### config.mk
export PLATFORM = sky130hd
export DESIGN_NAME = rf_writeback_arbiter
export DESIGN_NICKNAME = d
export VERILOG_FILES = /design/src/rtl/rf_writeback_arbiter.sv
export SDC_FILE = /design/constraint.sdc
export NUM_CORES = 1
export LEC_CHECK = 0
export ABC_AREA = 0
export CAP_MARGIN = 40
export CORE_MARGIN = 3
export CORE_UTILIZATION = 45
export CTS_CLUSTER_DIAMETER = 40
export DETAILED_ROUTE_END_ITERATION = 16
export GPL_TIMING_DRIVEN = 0
export HOLD_SLACK_MARGIN = 0.12
export MAX_ROUTING_LAYER = met4
export PLACE_DENSITY = 0.82
export SETUP_SLACK_MARGIN = 0.2
export SYNTH_ARGS = -nofsm -noshare
export SYNTH_HDL_FRONTEND = slang
export SYNTH_SLANG_ARGS = --single-unit
### constraint.sdc
create_clock -name clk -period 7.4 [get_ports clk]
set_clock_uncertainty 0.15 [all_clocks]
set_input_delay 1.85 -clock clk [delete_from_list [all_inputs] [get_ports clk]]
set_output_delay 1.85 -clock clk [all_outputs]
set_load 0.02 [all_outputs]
### src/rtl/rf_writeback_arbiter.sv
// ---------------------------------------------------------------------------
// rf_writeback_arbiter
//
// Purpose:
//   Shares the single register-file write port between NREQ writeback
//   requesters (e.g. ALU, load unit, CSR unit). A round-robin arbiter picks
//   one valid requester per cycle. The winning write goes through a
//   one-cycle registered write stage. A per-register busy scoreboard is
//   set by issue logic and cleared when the write reaches the register
//   file. The scoreboard feeds the hazard-query outputs.
//
// Parameters:
//   NREQ  number of writeback requesters (2..8)
//   XLEN  register data width
//
// Ports:
//   clk, rst      clock and synchronous active-high reset
//   req_valid     per-requester pending writeback
//   req_ready     one-hot grant; a transfer is req_valid[i] && req_ready[i]
//   req_rd        5-bit destination per requester, slice i = [5i+4:5i]
//   req_data      XLEN-bit data per requester, slice i = [XLEN*i +: XLEN]
//   rf_we/rf_rd/rf_rd_data  registered register-file write port
//   issue_valid/issue_rd    reserve a destination (sets its busy bit)
//   rs1/rs2       hazard query indices
//   rs1_busy/rs2_busy       busy[rsN]; x0 is never busy
//   idle          no busy bits set and no write in flight
// ---------------------------------------------------------------------------
module rf_writeback_arbiter #(
  parameter int NREQ = 3,
  parameter int XLEN = 32
) (
  input  logic                 clk,
  input  logic                 rst,
  input  logic [NREQ-1:0]      req_valid,
  output logic [NREQ-1:0]      req_ready,
  input  logic [5*NREQ-1:0]    req_rd,
  input  logic [XLEN*NREQ-1:0] req_data,
  output logic                 rf_we,
  output logic [4:0]           rf_rd,
  output logic [XLEN-1:0]      rf_rd_data,
  input  logic                 issue_valid,
  input  logic [4:0]           issue_rd,
  input  logic [4:0]           rs1,
  input  logic [4:0]           rs2,
  output logic                 rs1_busy,
  output logic                 rs2_busy,
  output logic                 idle
);

  localparam int PW = (NREQ > 1) ? $clog2(NREQ) : 1;

  // -------------------------------------------------------------------------
  // State
  // -------------------------------------------------------------------------
  logic [PW-1:0]   r_ptr;      // round-robin search start
  logic            r_we;
  logic [4:0]      r_rd;
  logic [XLEN-1:0] r_data;
  logic [31:0]     r_busy;     // bit 0 is held at zero

  // -------------------------------------------------------------------------
  // Requester slices as unpacked arrays so the winner can be muxed by index
  // -------------------------------------------------------------------------
  logic [4:0]      w_rd_arr   [NREQ];
  logic [XLEN-1:0] w_data_arr [NREQ];
  logic [PW-1:0]   w_cand     [NREQ];

  genvar gi;
  generate
    for (gi = 0; gi < NREQ; gi++) begin : g_req
      logic [PW:0] w_sum;

      assign w_rd_arr[gi]   = req_rd[5*gi +: 5];
      assign w_data_arr[gi] = req_data[XLEN*gi +: XLEN];

      // Candidate at search position gi is (ptr + gi) mod NREQ. Both terms
      // are below NREQ, so a single conditional subtract is enough.
      assign w_sum        = {1'b0, r_ptr} + (PW+1)'(gi);
      assign w_cand[gi]   = (w_sum >= (PW+1)'(NREQ)) ?
                            PW'(w_sum - (PW+1)'(NREQ)) : w_sum[PW-1:0];
    end
  endgenerate

  // -------------------------------------------------------------------------
  // Round-robin arbitration: first valid requester at or after r_ptr
  // -------------------------------------------------------------------------
  logic          w_any;
  logic [PW-1:0] w_win;

  always_comb begin
    w_any = 1'b0;
    w_win = '0;
    for (int k = 0; k < NREQ; k++) begin
      if (!w_any && req_valid[w_cand[k]]) begin
        w_any = 1'b1;
        w_win = w_cand[k];
      end
    end
  end

  // Grant is one-hot on the winner and never looks at the scoreboard, so a
  // requester can always drain even if its destination is still reserved.
  generate
    for (gi = 0; gi < NREQ; gi++) begin : g_ready
      assign req_ready[gi] = w_any && (w_win == PW'(gi));
    end
  endgenerate

  logic [4:0]      w_win_rd;
  logic [XLEN-1:0] w_win_data;
  logic [PW-1:0]   w_ptr_next;

  assign w_win_rd   = w_rd_arr[w_win];
  assign w_win_data = w_data_arr[w_win];
  assign w_ptr_next = (w_win == PW'(NREQ-1)) ? '0 : w_win + PW'(1);

  // -------------------------------------------------------------------------
  // Registered write stage and pointer. A transfer always completes, even
  // to x0; it simply does not raise the write enable.
  // -------------------------------------------------------------------------
  always_ff @(posedge clk) begin
    if (rst) begin
      r_ptr  <= '0;
      r_we   <= 1'b0;
      r_rd   <= '0;
      r_data <= '0;
    end else begin
      r_we <= w_any && (w_win_rd != 5'd0);
      if (w_any) begin
        r_ptr  <= w_ptr_next;
        r_rd   <= w_win_rd;
        r_data <= w_win_data;
      end
    end
  end

  // -------------------------------------------------------------------------
  // Busy scoreboard. A set and a clear of the same register on one edge
  // resolve to set: the new reservation belongs to a younger instruction
  // than the write that is completing.
  // -------------------------------------------------------------------------
  logic [31:0] w_busy_next;

  generate
    for (gi = 0; gi < 32; gi++) begin : g_busy
      if (gi == 0) begin : g_x0
        assign w_busy_next[gi] = 1'b0;
      end else begin : g_reg
        logic w_set;
        logic w_clr;
        assign w_set           = issue_valid && (issue_rd == 5'(gi));
        assign w_clr           = r_we && (r_rd == 5'(gi));
        assign w_busy_next[gi] = w_set | (r_busy[gi] & ~w_clr);
      end
    end
  endgenerate

  always_ff @(posedge clk) begin
    if (rst) begin
      r_busy <= '0;
    end else begin
      r_busy <= w_busy_next;
    end
  end

  // -------------------------------------------------------------------------
  // Outputs. Queries read the registered scoreboard only, so an issue or a
  // clear in the current cycle is not visible until after the edge.
  // -------------------------------------------------------------------------
  assign rf_we      = r_we;
  assign rf_rd      = r_rd;
  assign rf_rd_data = r_data;

  assign rs1_busy = (rs1 != 5'd0) && r_busy[rs1];
  assign rs2_busy = (rs2 != 5'd0) && r_busy[rs2];
  assign idle     = ~(|r_busy) && !r_we;

endmodule

==> metrics.md, run 1 <==
| Metric | Value |
|---|---|
| # fillers | 731 |
| P&R area growth vs syn | 48.7% |
| Period utilization | 0.913 |
| Final Critical Period | 6.76 ns |
| Worst setup SP type | input port |
| TritonCTS Buffers | 9 |
| Commonest non-fill, non-tap cell in the layout | clkdlybuf4s50_1 |
| RD Place Congestion | 0.990 |
| Pwr Density | 385 nW/um^2 |
| Critical Path Max Stage Delay | 0.68 ns |
| Synth area leader | dfxtp_1 |
| RSZ-0062 raised after global routing | no |
| Most Frequent Cell on Critical Path | clkdlybuf4s50_1 |
| Post_cts resized | 0 |
| Clk buf depth | 2 |
| Yosys warnings | 0 |
| WL/cell | 17.9 um |
| Worst hold margin | around 0.30 ns |
| First-pass GRT wire length | 23300 um |
| Max Cap Viol | 0 |
| Synth top area share | 0.332 |
| Synth top area cells | dfxtp_1, nand2_1, mux4_2 |
| Worst EP arrival | 4.76 ns |
| Syn Std Cell Area | 4280 um^2 |
| LEAKAGE | between 2 and 2.5 nW |
| Endpoint type of the worst setup path | output pin |
| Slowest CP cell | clkdlybuf4s50_1 |
| Maximum clock frequency | 148 MHz |
| CP bufs+invs | 4 |
| Final hold vios | 0 |
| Final HPWL DP | 12000 um |
| H-tree levels | 3 |
| Initial Util | 0.476 |
| First DRT Iteration DRCs | about 240 |
| Design Power | 2.45 mW |
| CTS tree | built |
| Post-synthesis area per instance | 8.39 um^2 |
| DRC Markers | 0 |
| Die X | 103 um |
| Max Transition Viols Final | 0 |
| Placeable Area | 8980 um^2 |
| Rel. slew slack | 0.555 |
| Share of cells above drive strength 1 | 0.0848 |
| Clock network power share | 0.141 |
| Rows | 34 |
| Vias per cell | 5.62 |
| CP Max Fanout | 10 |
| Worst Slack Setup Final | 0.641 ns |
| Sink Count | 71 |
| DRT antenna net count | 0 |
| CP delay by family, top | buffers and inverters |
| Total negative slack | 0 ns |
| Setup WS pre-CTS | 0.650 ns |
| Setup-failing EPs final | 0 |
| Inst Count DP | 806 |
| Synth Instances | 510 |
| Reg clk slew, reported paths | 0.07 ns |
| Synth cell types | 42 |
| Die area | 10700 um^2 |
| Io pins | 176 |
| Critical-path cell list | clkdlybuf4s50_1 -> mux2i_1 -> mux2_4 -> and2_4 -> a221o_1 -> buf_6 -> clkbuf_1 -> nor3b_1 -> clkdlybuf4s50_1 |
| Post-route cell area | 6360 um^2 |
| Switching fraction of total power | 0.441 |
| Post-synth net total | roughly 650 |
| DP Area | 6140 um^2 |
| Post-synthesis sequential area ratio | 0.332 |
| Clk_lat worst skew | 0.33 ns |
| Logic pwr share | 0.638 |
| Non-filler instance count after layout | 823 |
| Root Driver | clkbuf_8 |
| Worst min path class | flip-flop to flip-flop |
| Net Sw Power | 1.08 mW |
| Int Pwr | 1.37 mW |
| Via count | 4622 |
| Setup repair bufs after CTS | 0 |
| Wirelength, routed | approximately 15000 um |
| Worst slew pin tran | 0.668 ns |
| Pin count of the biggest net entering global routing | 13 |
| DRT Pass-1 Iters | 5 |
| Hold Buf Count CTS | 0 |
| Core Util, Final | 0.709 |
| Tot GR Track Use | 0.291 |
| Commonest cells after routing, fill and taps aside | clkdlybuf4s50_1, nand2_1, a21oi_1, dfxtp_1, mux2i_1 |
| Crit Path Category | input port to output pin |
| Die Ht | 103 um |
| Seq pwr share | 0.222 |
| Worst EP required | 5.40 ns |
| Vias in the first global route | 4689 |
| Port Buffers | between 150 and 200 |
| Post-synthesis register bit count | 71 |
| Initial antenna violation count | 1 |
| Worst VDD drop | around 0.25 mV |
| Layout Nets | between 800 and 900 |
| Status | finished clean |
| GR Overflow Total | 0 |
[per-layer routing]
layer | share of wire | track usage | vias to the layer above
li1 | - | - | 2215
met1 | 0.38 | 0.338 | 2156
met2 | 0.52 | 0.494 | 222
met3 | 0.081 | 0.0771 | 29
met4 | 0.021 | 0.0837 | 0
met5 | 0 | - | -
[synthesized netlist by cell type (all sizes together)]
| master | instances |
|---|---|
| nand2 | 115 |
| a21oi | 71 |
| dfxtp | 71 |
| mux2i | 36 |
| o21ai | 36 |
| o211ai | 33 |
| clkbuf | 29 |
| mux4 | 18 |
| mux2 | 13 |
| nor2 | 12 |
| buf | 11 |
| nand2b | 10 |
| nor4 | 9 |
| nand3b | 5 |
| nor2b | 5 |
| ha | 4 |
| nand4 | 3 |
| nor3b | 3 |
| or2 | 3 |
| and2 | 2 |
| and4b | 2 |
| inv | 2 |
| nand3 | 2 |
| nand4b | 2 |
| nor3 | 2 |
| nor4bb | 2 |
| o22ai | 2 |
| a2111oi | 1 |
| a211oi | 1 |
| a221o | 1 |
| a221oi | 1 |
| a22oi | 1 |
| o21a | 1 |
| or2b | 1 |
[registers in the layout (all words and copies together) (netlist names)]
name and cells:
rf_we 1, r_busy 31, rf_rd 5, rf_rd_data 32, r_ptr 2
[area by class of cell]
| cell class | instances | area, um^2 | share of cell area |
|---|---|---|---|
| inverter | 2 | 7.51 | 0.00118 |
| buffer | 40 | 189 | 0.0297 |
| tap | 126 | 158 | 0.0248 |
| antenna | 1 | 2.50 | 0.000393 |
| clock inverter | 5 | 81.3 | 0.0128 |
| multi-input combinational | 397 | 2660 | 0.418 |
| sequential | 71 | 1420 | 0.223 |
| timing repair buffer | 170 | 1700 | 0.268 |
| clock buffer | 11 | 141 | 0.0222 |
[cells by family (layout without fill, tap and decap cells)]
| kind of cell | Yosys count | after routing | synth area share |
|---|---|---|---|
| AOI/OAI and AO/OA | 148 | 148 | 0.201 |
| adders and majority gates | 4 | 4 | 0.0117 |
| buffers and inverters | 42 | 228 | 0.0459 |
| DFF | 71 | 71 | 0.332 |
| muxes | 67 | 67 | 0.215 |
| other | 0 | 1 | 0 |
| and+or+nand+nor | 178 | 178 | 0.194 |
[final timing paths]
check | slack [ns] | end | depth (start not counted) | start
max | 0.64 | req_ready[0] | 9 | req_valid[1]
min | 0.30 | rf_rd_data[5] | 2 | rf_rd_data[5]
max reg2reg | 4.08 | rf_we | 11 | r_ptr[0]
min reg2reg | 0.30 | rf_rd_data[5] | 2 | rf_rd_data[5]
[worst register-to-register path, delay by kind of cell, from the launching register on]
family	cells	cell delay [ns]
mux	2	0.62
compound gates	2	0.55
fa+ha+maj	1	0.28
flops	1	0.36
simple gates	3	0.59
buf+inv	3	0.64
[power by group through the flow]
stage               Combinational [mW]  Clock [mW]  Sequential, mW
finish                            1.56       0.345           0.544
global route                      1.70       0.364           0.554
CTS                               1.57       0.348           0.543
detailed placement                1.56           0           0.551
global placement                  1.52           0           0.548
floorplan                        0.937           0           0.634
No activity file was read; power rests on OpenSTA's default activity.
==> run 2, diff against run 1 <==
- ABC_CLOCK_PERIOD_IN_PS: unset -> 7400
==> results of run 2 <==
The final DEF is identical to that of run 1; final timing and power are the same.
==> run 3, diff against run 2 <==
- GPL_TIMING_DRIVEN: 0 -> 1
- SETUP_SLACK_MARGIN: 0.2 -> 0.05
==> run 3 against run 2 <==
Register-to-register slack about the same; power is 4.9% lower; sequential power rose by 0.9%; clock power shrank 9.9%; die area unchanged; non-clock buffer count decreased by 29; cell count shrank 3.4%; combinational power down 6%; wire length decreased by 5.3%; global-route usage is 2.2 points lower; cell area fell by 1.6%; via count fell by 2.9%; largest cell class unchanged; largest power group unchanged.
==> metrics.md, run 3 (synthesized netlist as in run 1, its figures left out) <==
| Metric | Value |
|---|---|
| Vias per cell | 5.65 (was 5.62) |
| GR Overflow Total | 0 (unchanged) |
| Die X | 103 um (unchanged) |
| Worst slew pin tran | 0.749 ns (was 0.668 ns) |
| RSZ-0062 raised after global routing | no (unchanged) |
| Maximum clock frequency | 150 MHz (was 148 MHz) |
| Crit Path Category | input port to output pin (unchanged) |
| Reg clk slew, reported paths | 0.07 ns (about the same) |
| Status | finished clean (unchanged) |
| Worst hold start | rf_rd_data[0] (was rf_rd_data[5]) |
| Max Transition Viols Final | 0 (unchanged) |
| RD Place Congestion | 1.01 (was 0.990) |
| CP Max Fanout | 20 (was 10) |
| Clk buf depth | 2 (unchanged) |
| Multi-input logic area | 2680 um^2 (was 2660 um^2) |
| Final hold vios | 0 (unchanged) |
| # fillers | 715 (was 731) |
| P&R area growth vs syn | 46.4% (was 48.7%) |
| Post-route cell area | 6260 um^2 (was 6360 um^2) |
| CTS tree | built (unchanged) |
| Max reg flops | 32 (unchanged) |
| Rel. slew slack | 0.501 (was 0.555) |
| Io pins | 176 (unchanged) |
| Die Ht | 103 um (unchanged) |
| DRT antenna net count | 0 (unchanged) |
| DRT Pass-1 Iters | 4 (was 5) |
| Max Cap Viol | 0 (unchanged) |
| First-pass GRT wire length | 21900 um (was 23300 um) |
| FF/Latch Area | 1420 um^2 (unchanged) |
| Worst EP required | 5.40 ns (about the same) |
| Period utilization | 0.903 (was 0.913) |
| Worst min path class | flip-flop to flip-flop (unchanged) |
| WL/cell | 17.5 um (was 17.9 um) |
| Root Driver | clkbuf_8 (unchanged) |
| DRC Markers | 0 (unchanged) |
| Reg-to-Reg Start | r_ptr[1] (was r_ptr[0]) |
| Commonest cells after routing, fill and taps aside | clkdlybuf4s50_1, nand2_1, a21oi_1, dfxtp_1, mux2i_1 (unchanged) |
| Vias in the first global route | 4509 (was 4689) |
| Final HPWL DP | 10900 um (was 12000 um) |
| Hold Buf Count CTS | 0 (unchanged) |
| Placeable Area | 8980 um^2 (unchanged) |
| Post_cts resized | 0 (unchanged) |
| DP Area | 6060 um^2 (was 6140 um^2) |
| Clk_lat worst skew | 0.34 ns (was 0.33 ns) |
| Pin count of the biggest net entering global routing | 72 (was 13) |
| Tot GR Track Use | 0.269 (was 0.291) |
| LEAKAGE | 2.21 nW (was 2.25 nW) |
| Final Critical Period | 6.68 ns (was 6.76 ns) |
| Commonest non-fill, non-tap cell in the layout | clkdlybuf4s50_1 (unchanged) |
| Wirelength, routed | 13900 um (was 14700 um) |
| Pwr Density | 372 nW/um^2 (was 385 nW/um^2) |
| Core Util, Final | 0.697 (was 0.709) |
| Total negative slack | 0 ns (unchanged) |
| Layout Nets | 798 (was 827) |
| Port Buffers | 175 (was 170) |
| H-tree levels | 3 (unchanged) |
| Endpoint type of the worst setup path | output pin (unchanged) |
| Worst VDD drop | 0.204 mV (was 0.249 mV) |
| Setup repair bufs after CTS | 0 (unchanged) |
| CP Launch Point | req_valid[1] (unchanged) |
| Non-filler instance count after layout | 795 (was 823) |
| Setup-failing EPs final | 0 (unchanged) |
| Sink Count | 71 (unchanged) |
| Initial antenna violation count | 2 (was 1) |
| Worst EP arrival | 4.68 ns (was 4.76 ns) |
| Via count | 4489 (was 4622) |
| Rows | 34 (unchanged) |
| First DRT Iteration DRCs | 251 (was 238) |
| TritonCTS Buffers | 9 (unchanged) |
| Inst Count DP | 777 (was 806) |
| Die area | 10700 um^2 (unchanged) |
| Share of cells above drive strength 1 | 0.0915 (was 0.0848) |
| Worst setup SP type | input port (unchanged) |
| Initial Util | 0.476 (unchanged) |
run 3: worst paths after layout:
path / depth (start not counted) / to / slack (ns)
min: 2 / rf_rd_data[0] / 0.30
min reg2reg: 2 / rf_rd_data[0] / 0.30
max reg2reg: 11 / rf_rd_data[7] / 4.07
max: 7 / req_ready[2] / 0.72
run 3: critical path, cell delays in order:
cell and delay [ns]:
clkdlybuf4s50_1 0.58, mux2i_1 0.14, o21ai_1 0.36, and4b_1 0.25, a221o_2 0.47, nor2_1 0.34, clkdlybuf4s50_1 0.68
run 3: cell type report:
type                            instances  share of cell area
Tap cell                              126              0.0252
Antenna cell                            2            0.000800
Timing Repair Buffer                  181               0.286
Multi-Input combinational cell        397               0.428
Inverter                                2             0.00120
Sequential cell                        71               0.227
Clock buffer                           10              0.0204
Clock inverter                          6              0.0112
run 3: where the power goes:
part           switching, mW  internal [mW]  total [mW]  leakage, nW
Combinational          0.808          0.662        1.47         1.53
Clock                  0.153          0.158       0.311        0.101
Sequential            0.0722          0.477       0.549        0.583
Total                   1.03           1.30        2.33         2.21
run 3: routing by layer:
metal | vias up | share of wire | track usage | wire [um]
li1 | 2163 | - | - | -
met1 | 2082 | 0.38 | 0.313 | 5250
met2 | 223 | 0.52 | 0.457 | 7230
met3 | 21 | 0.084 | 0.0651 | 1180
met4 | 0 | 0.021 | 0.0857 | 298
met5 | - | 0 | - | 0
run 3: through the flow:
step	hold WS, ns	power [mW]	setup WS [ns]
floorplan	0.323	1.57	1.82
global placement	0.290	1.99	0.799
detailed placement	0.294	2.03	0.738
CTS	0.305	2.35	0.712
global route	0.316	2.50	0.597
finish	0.299	2.33	0.716
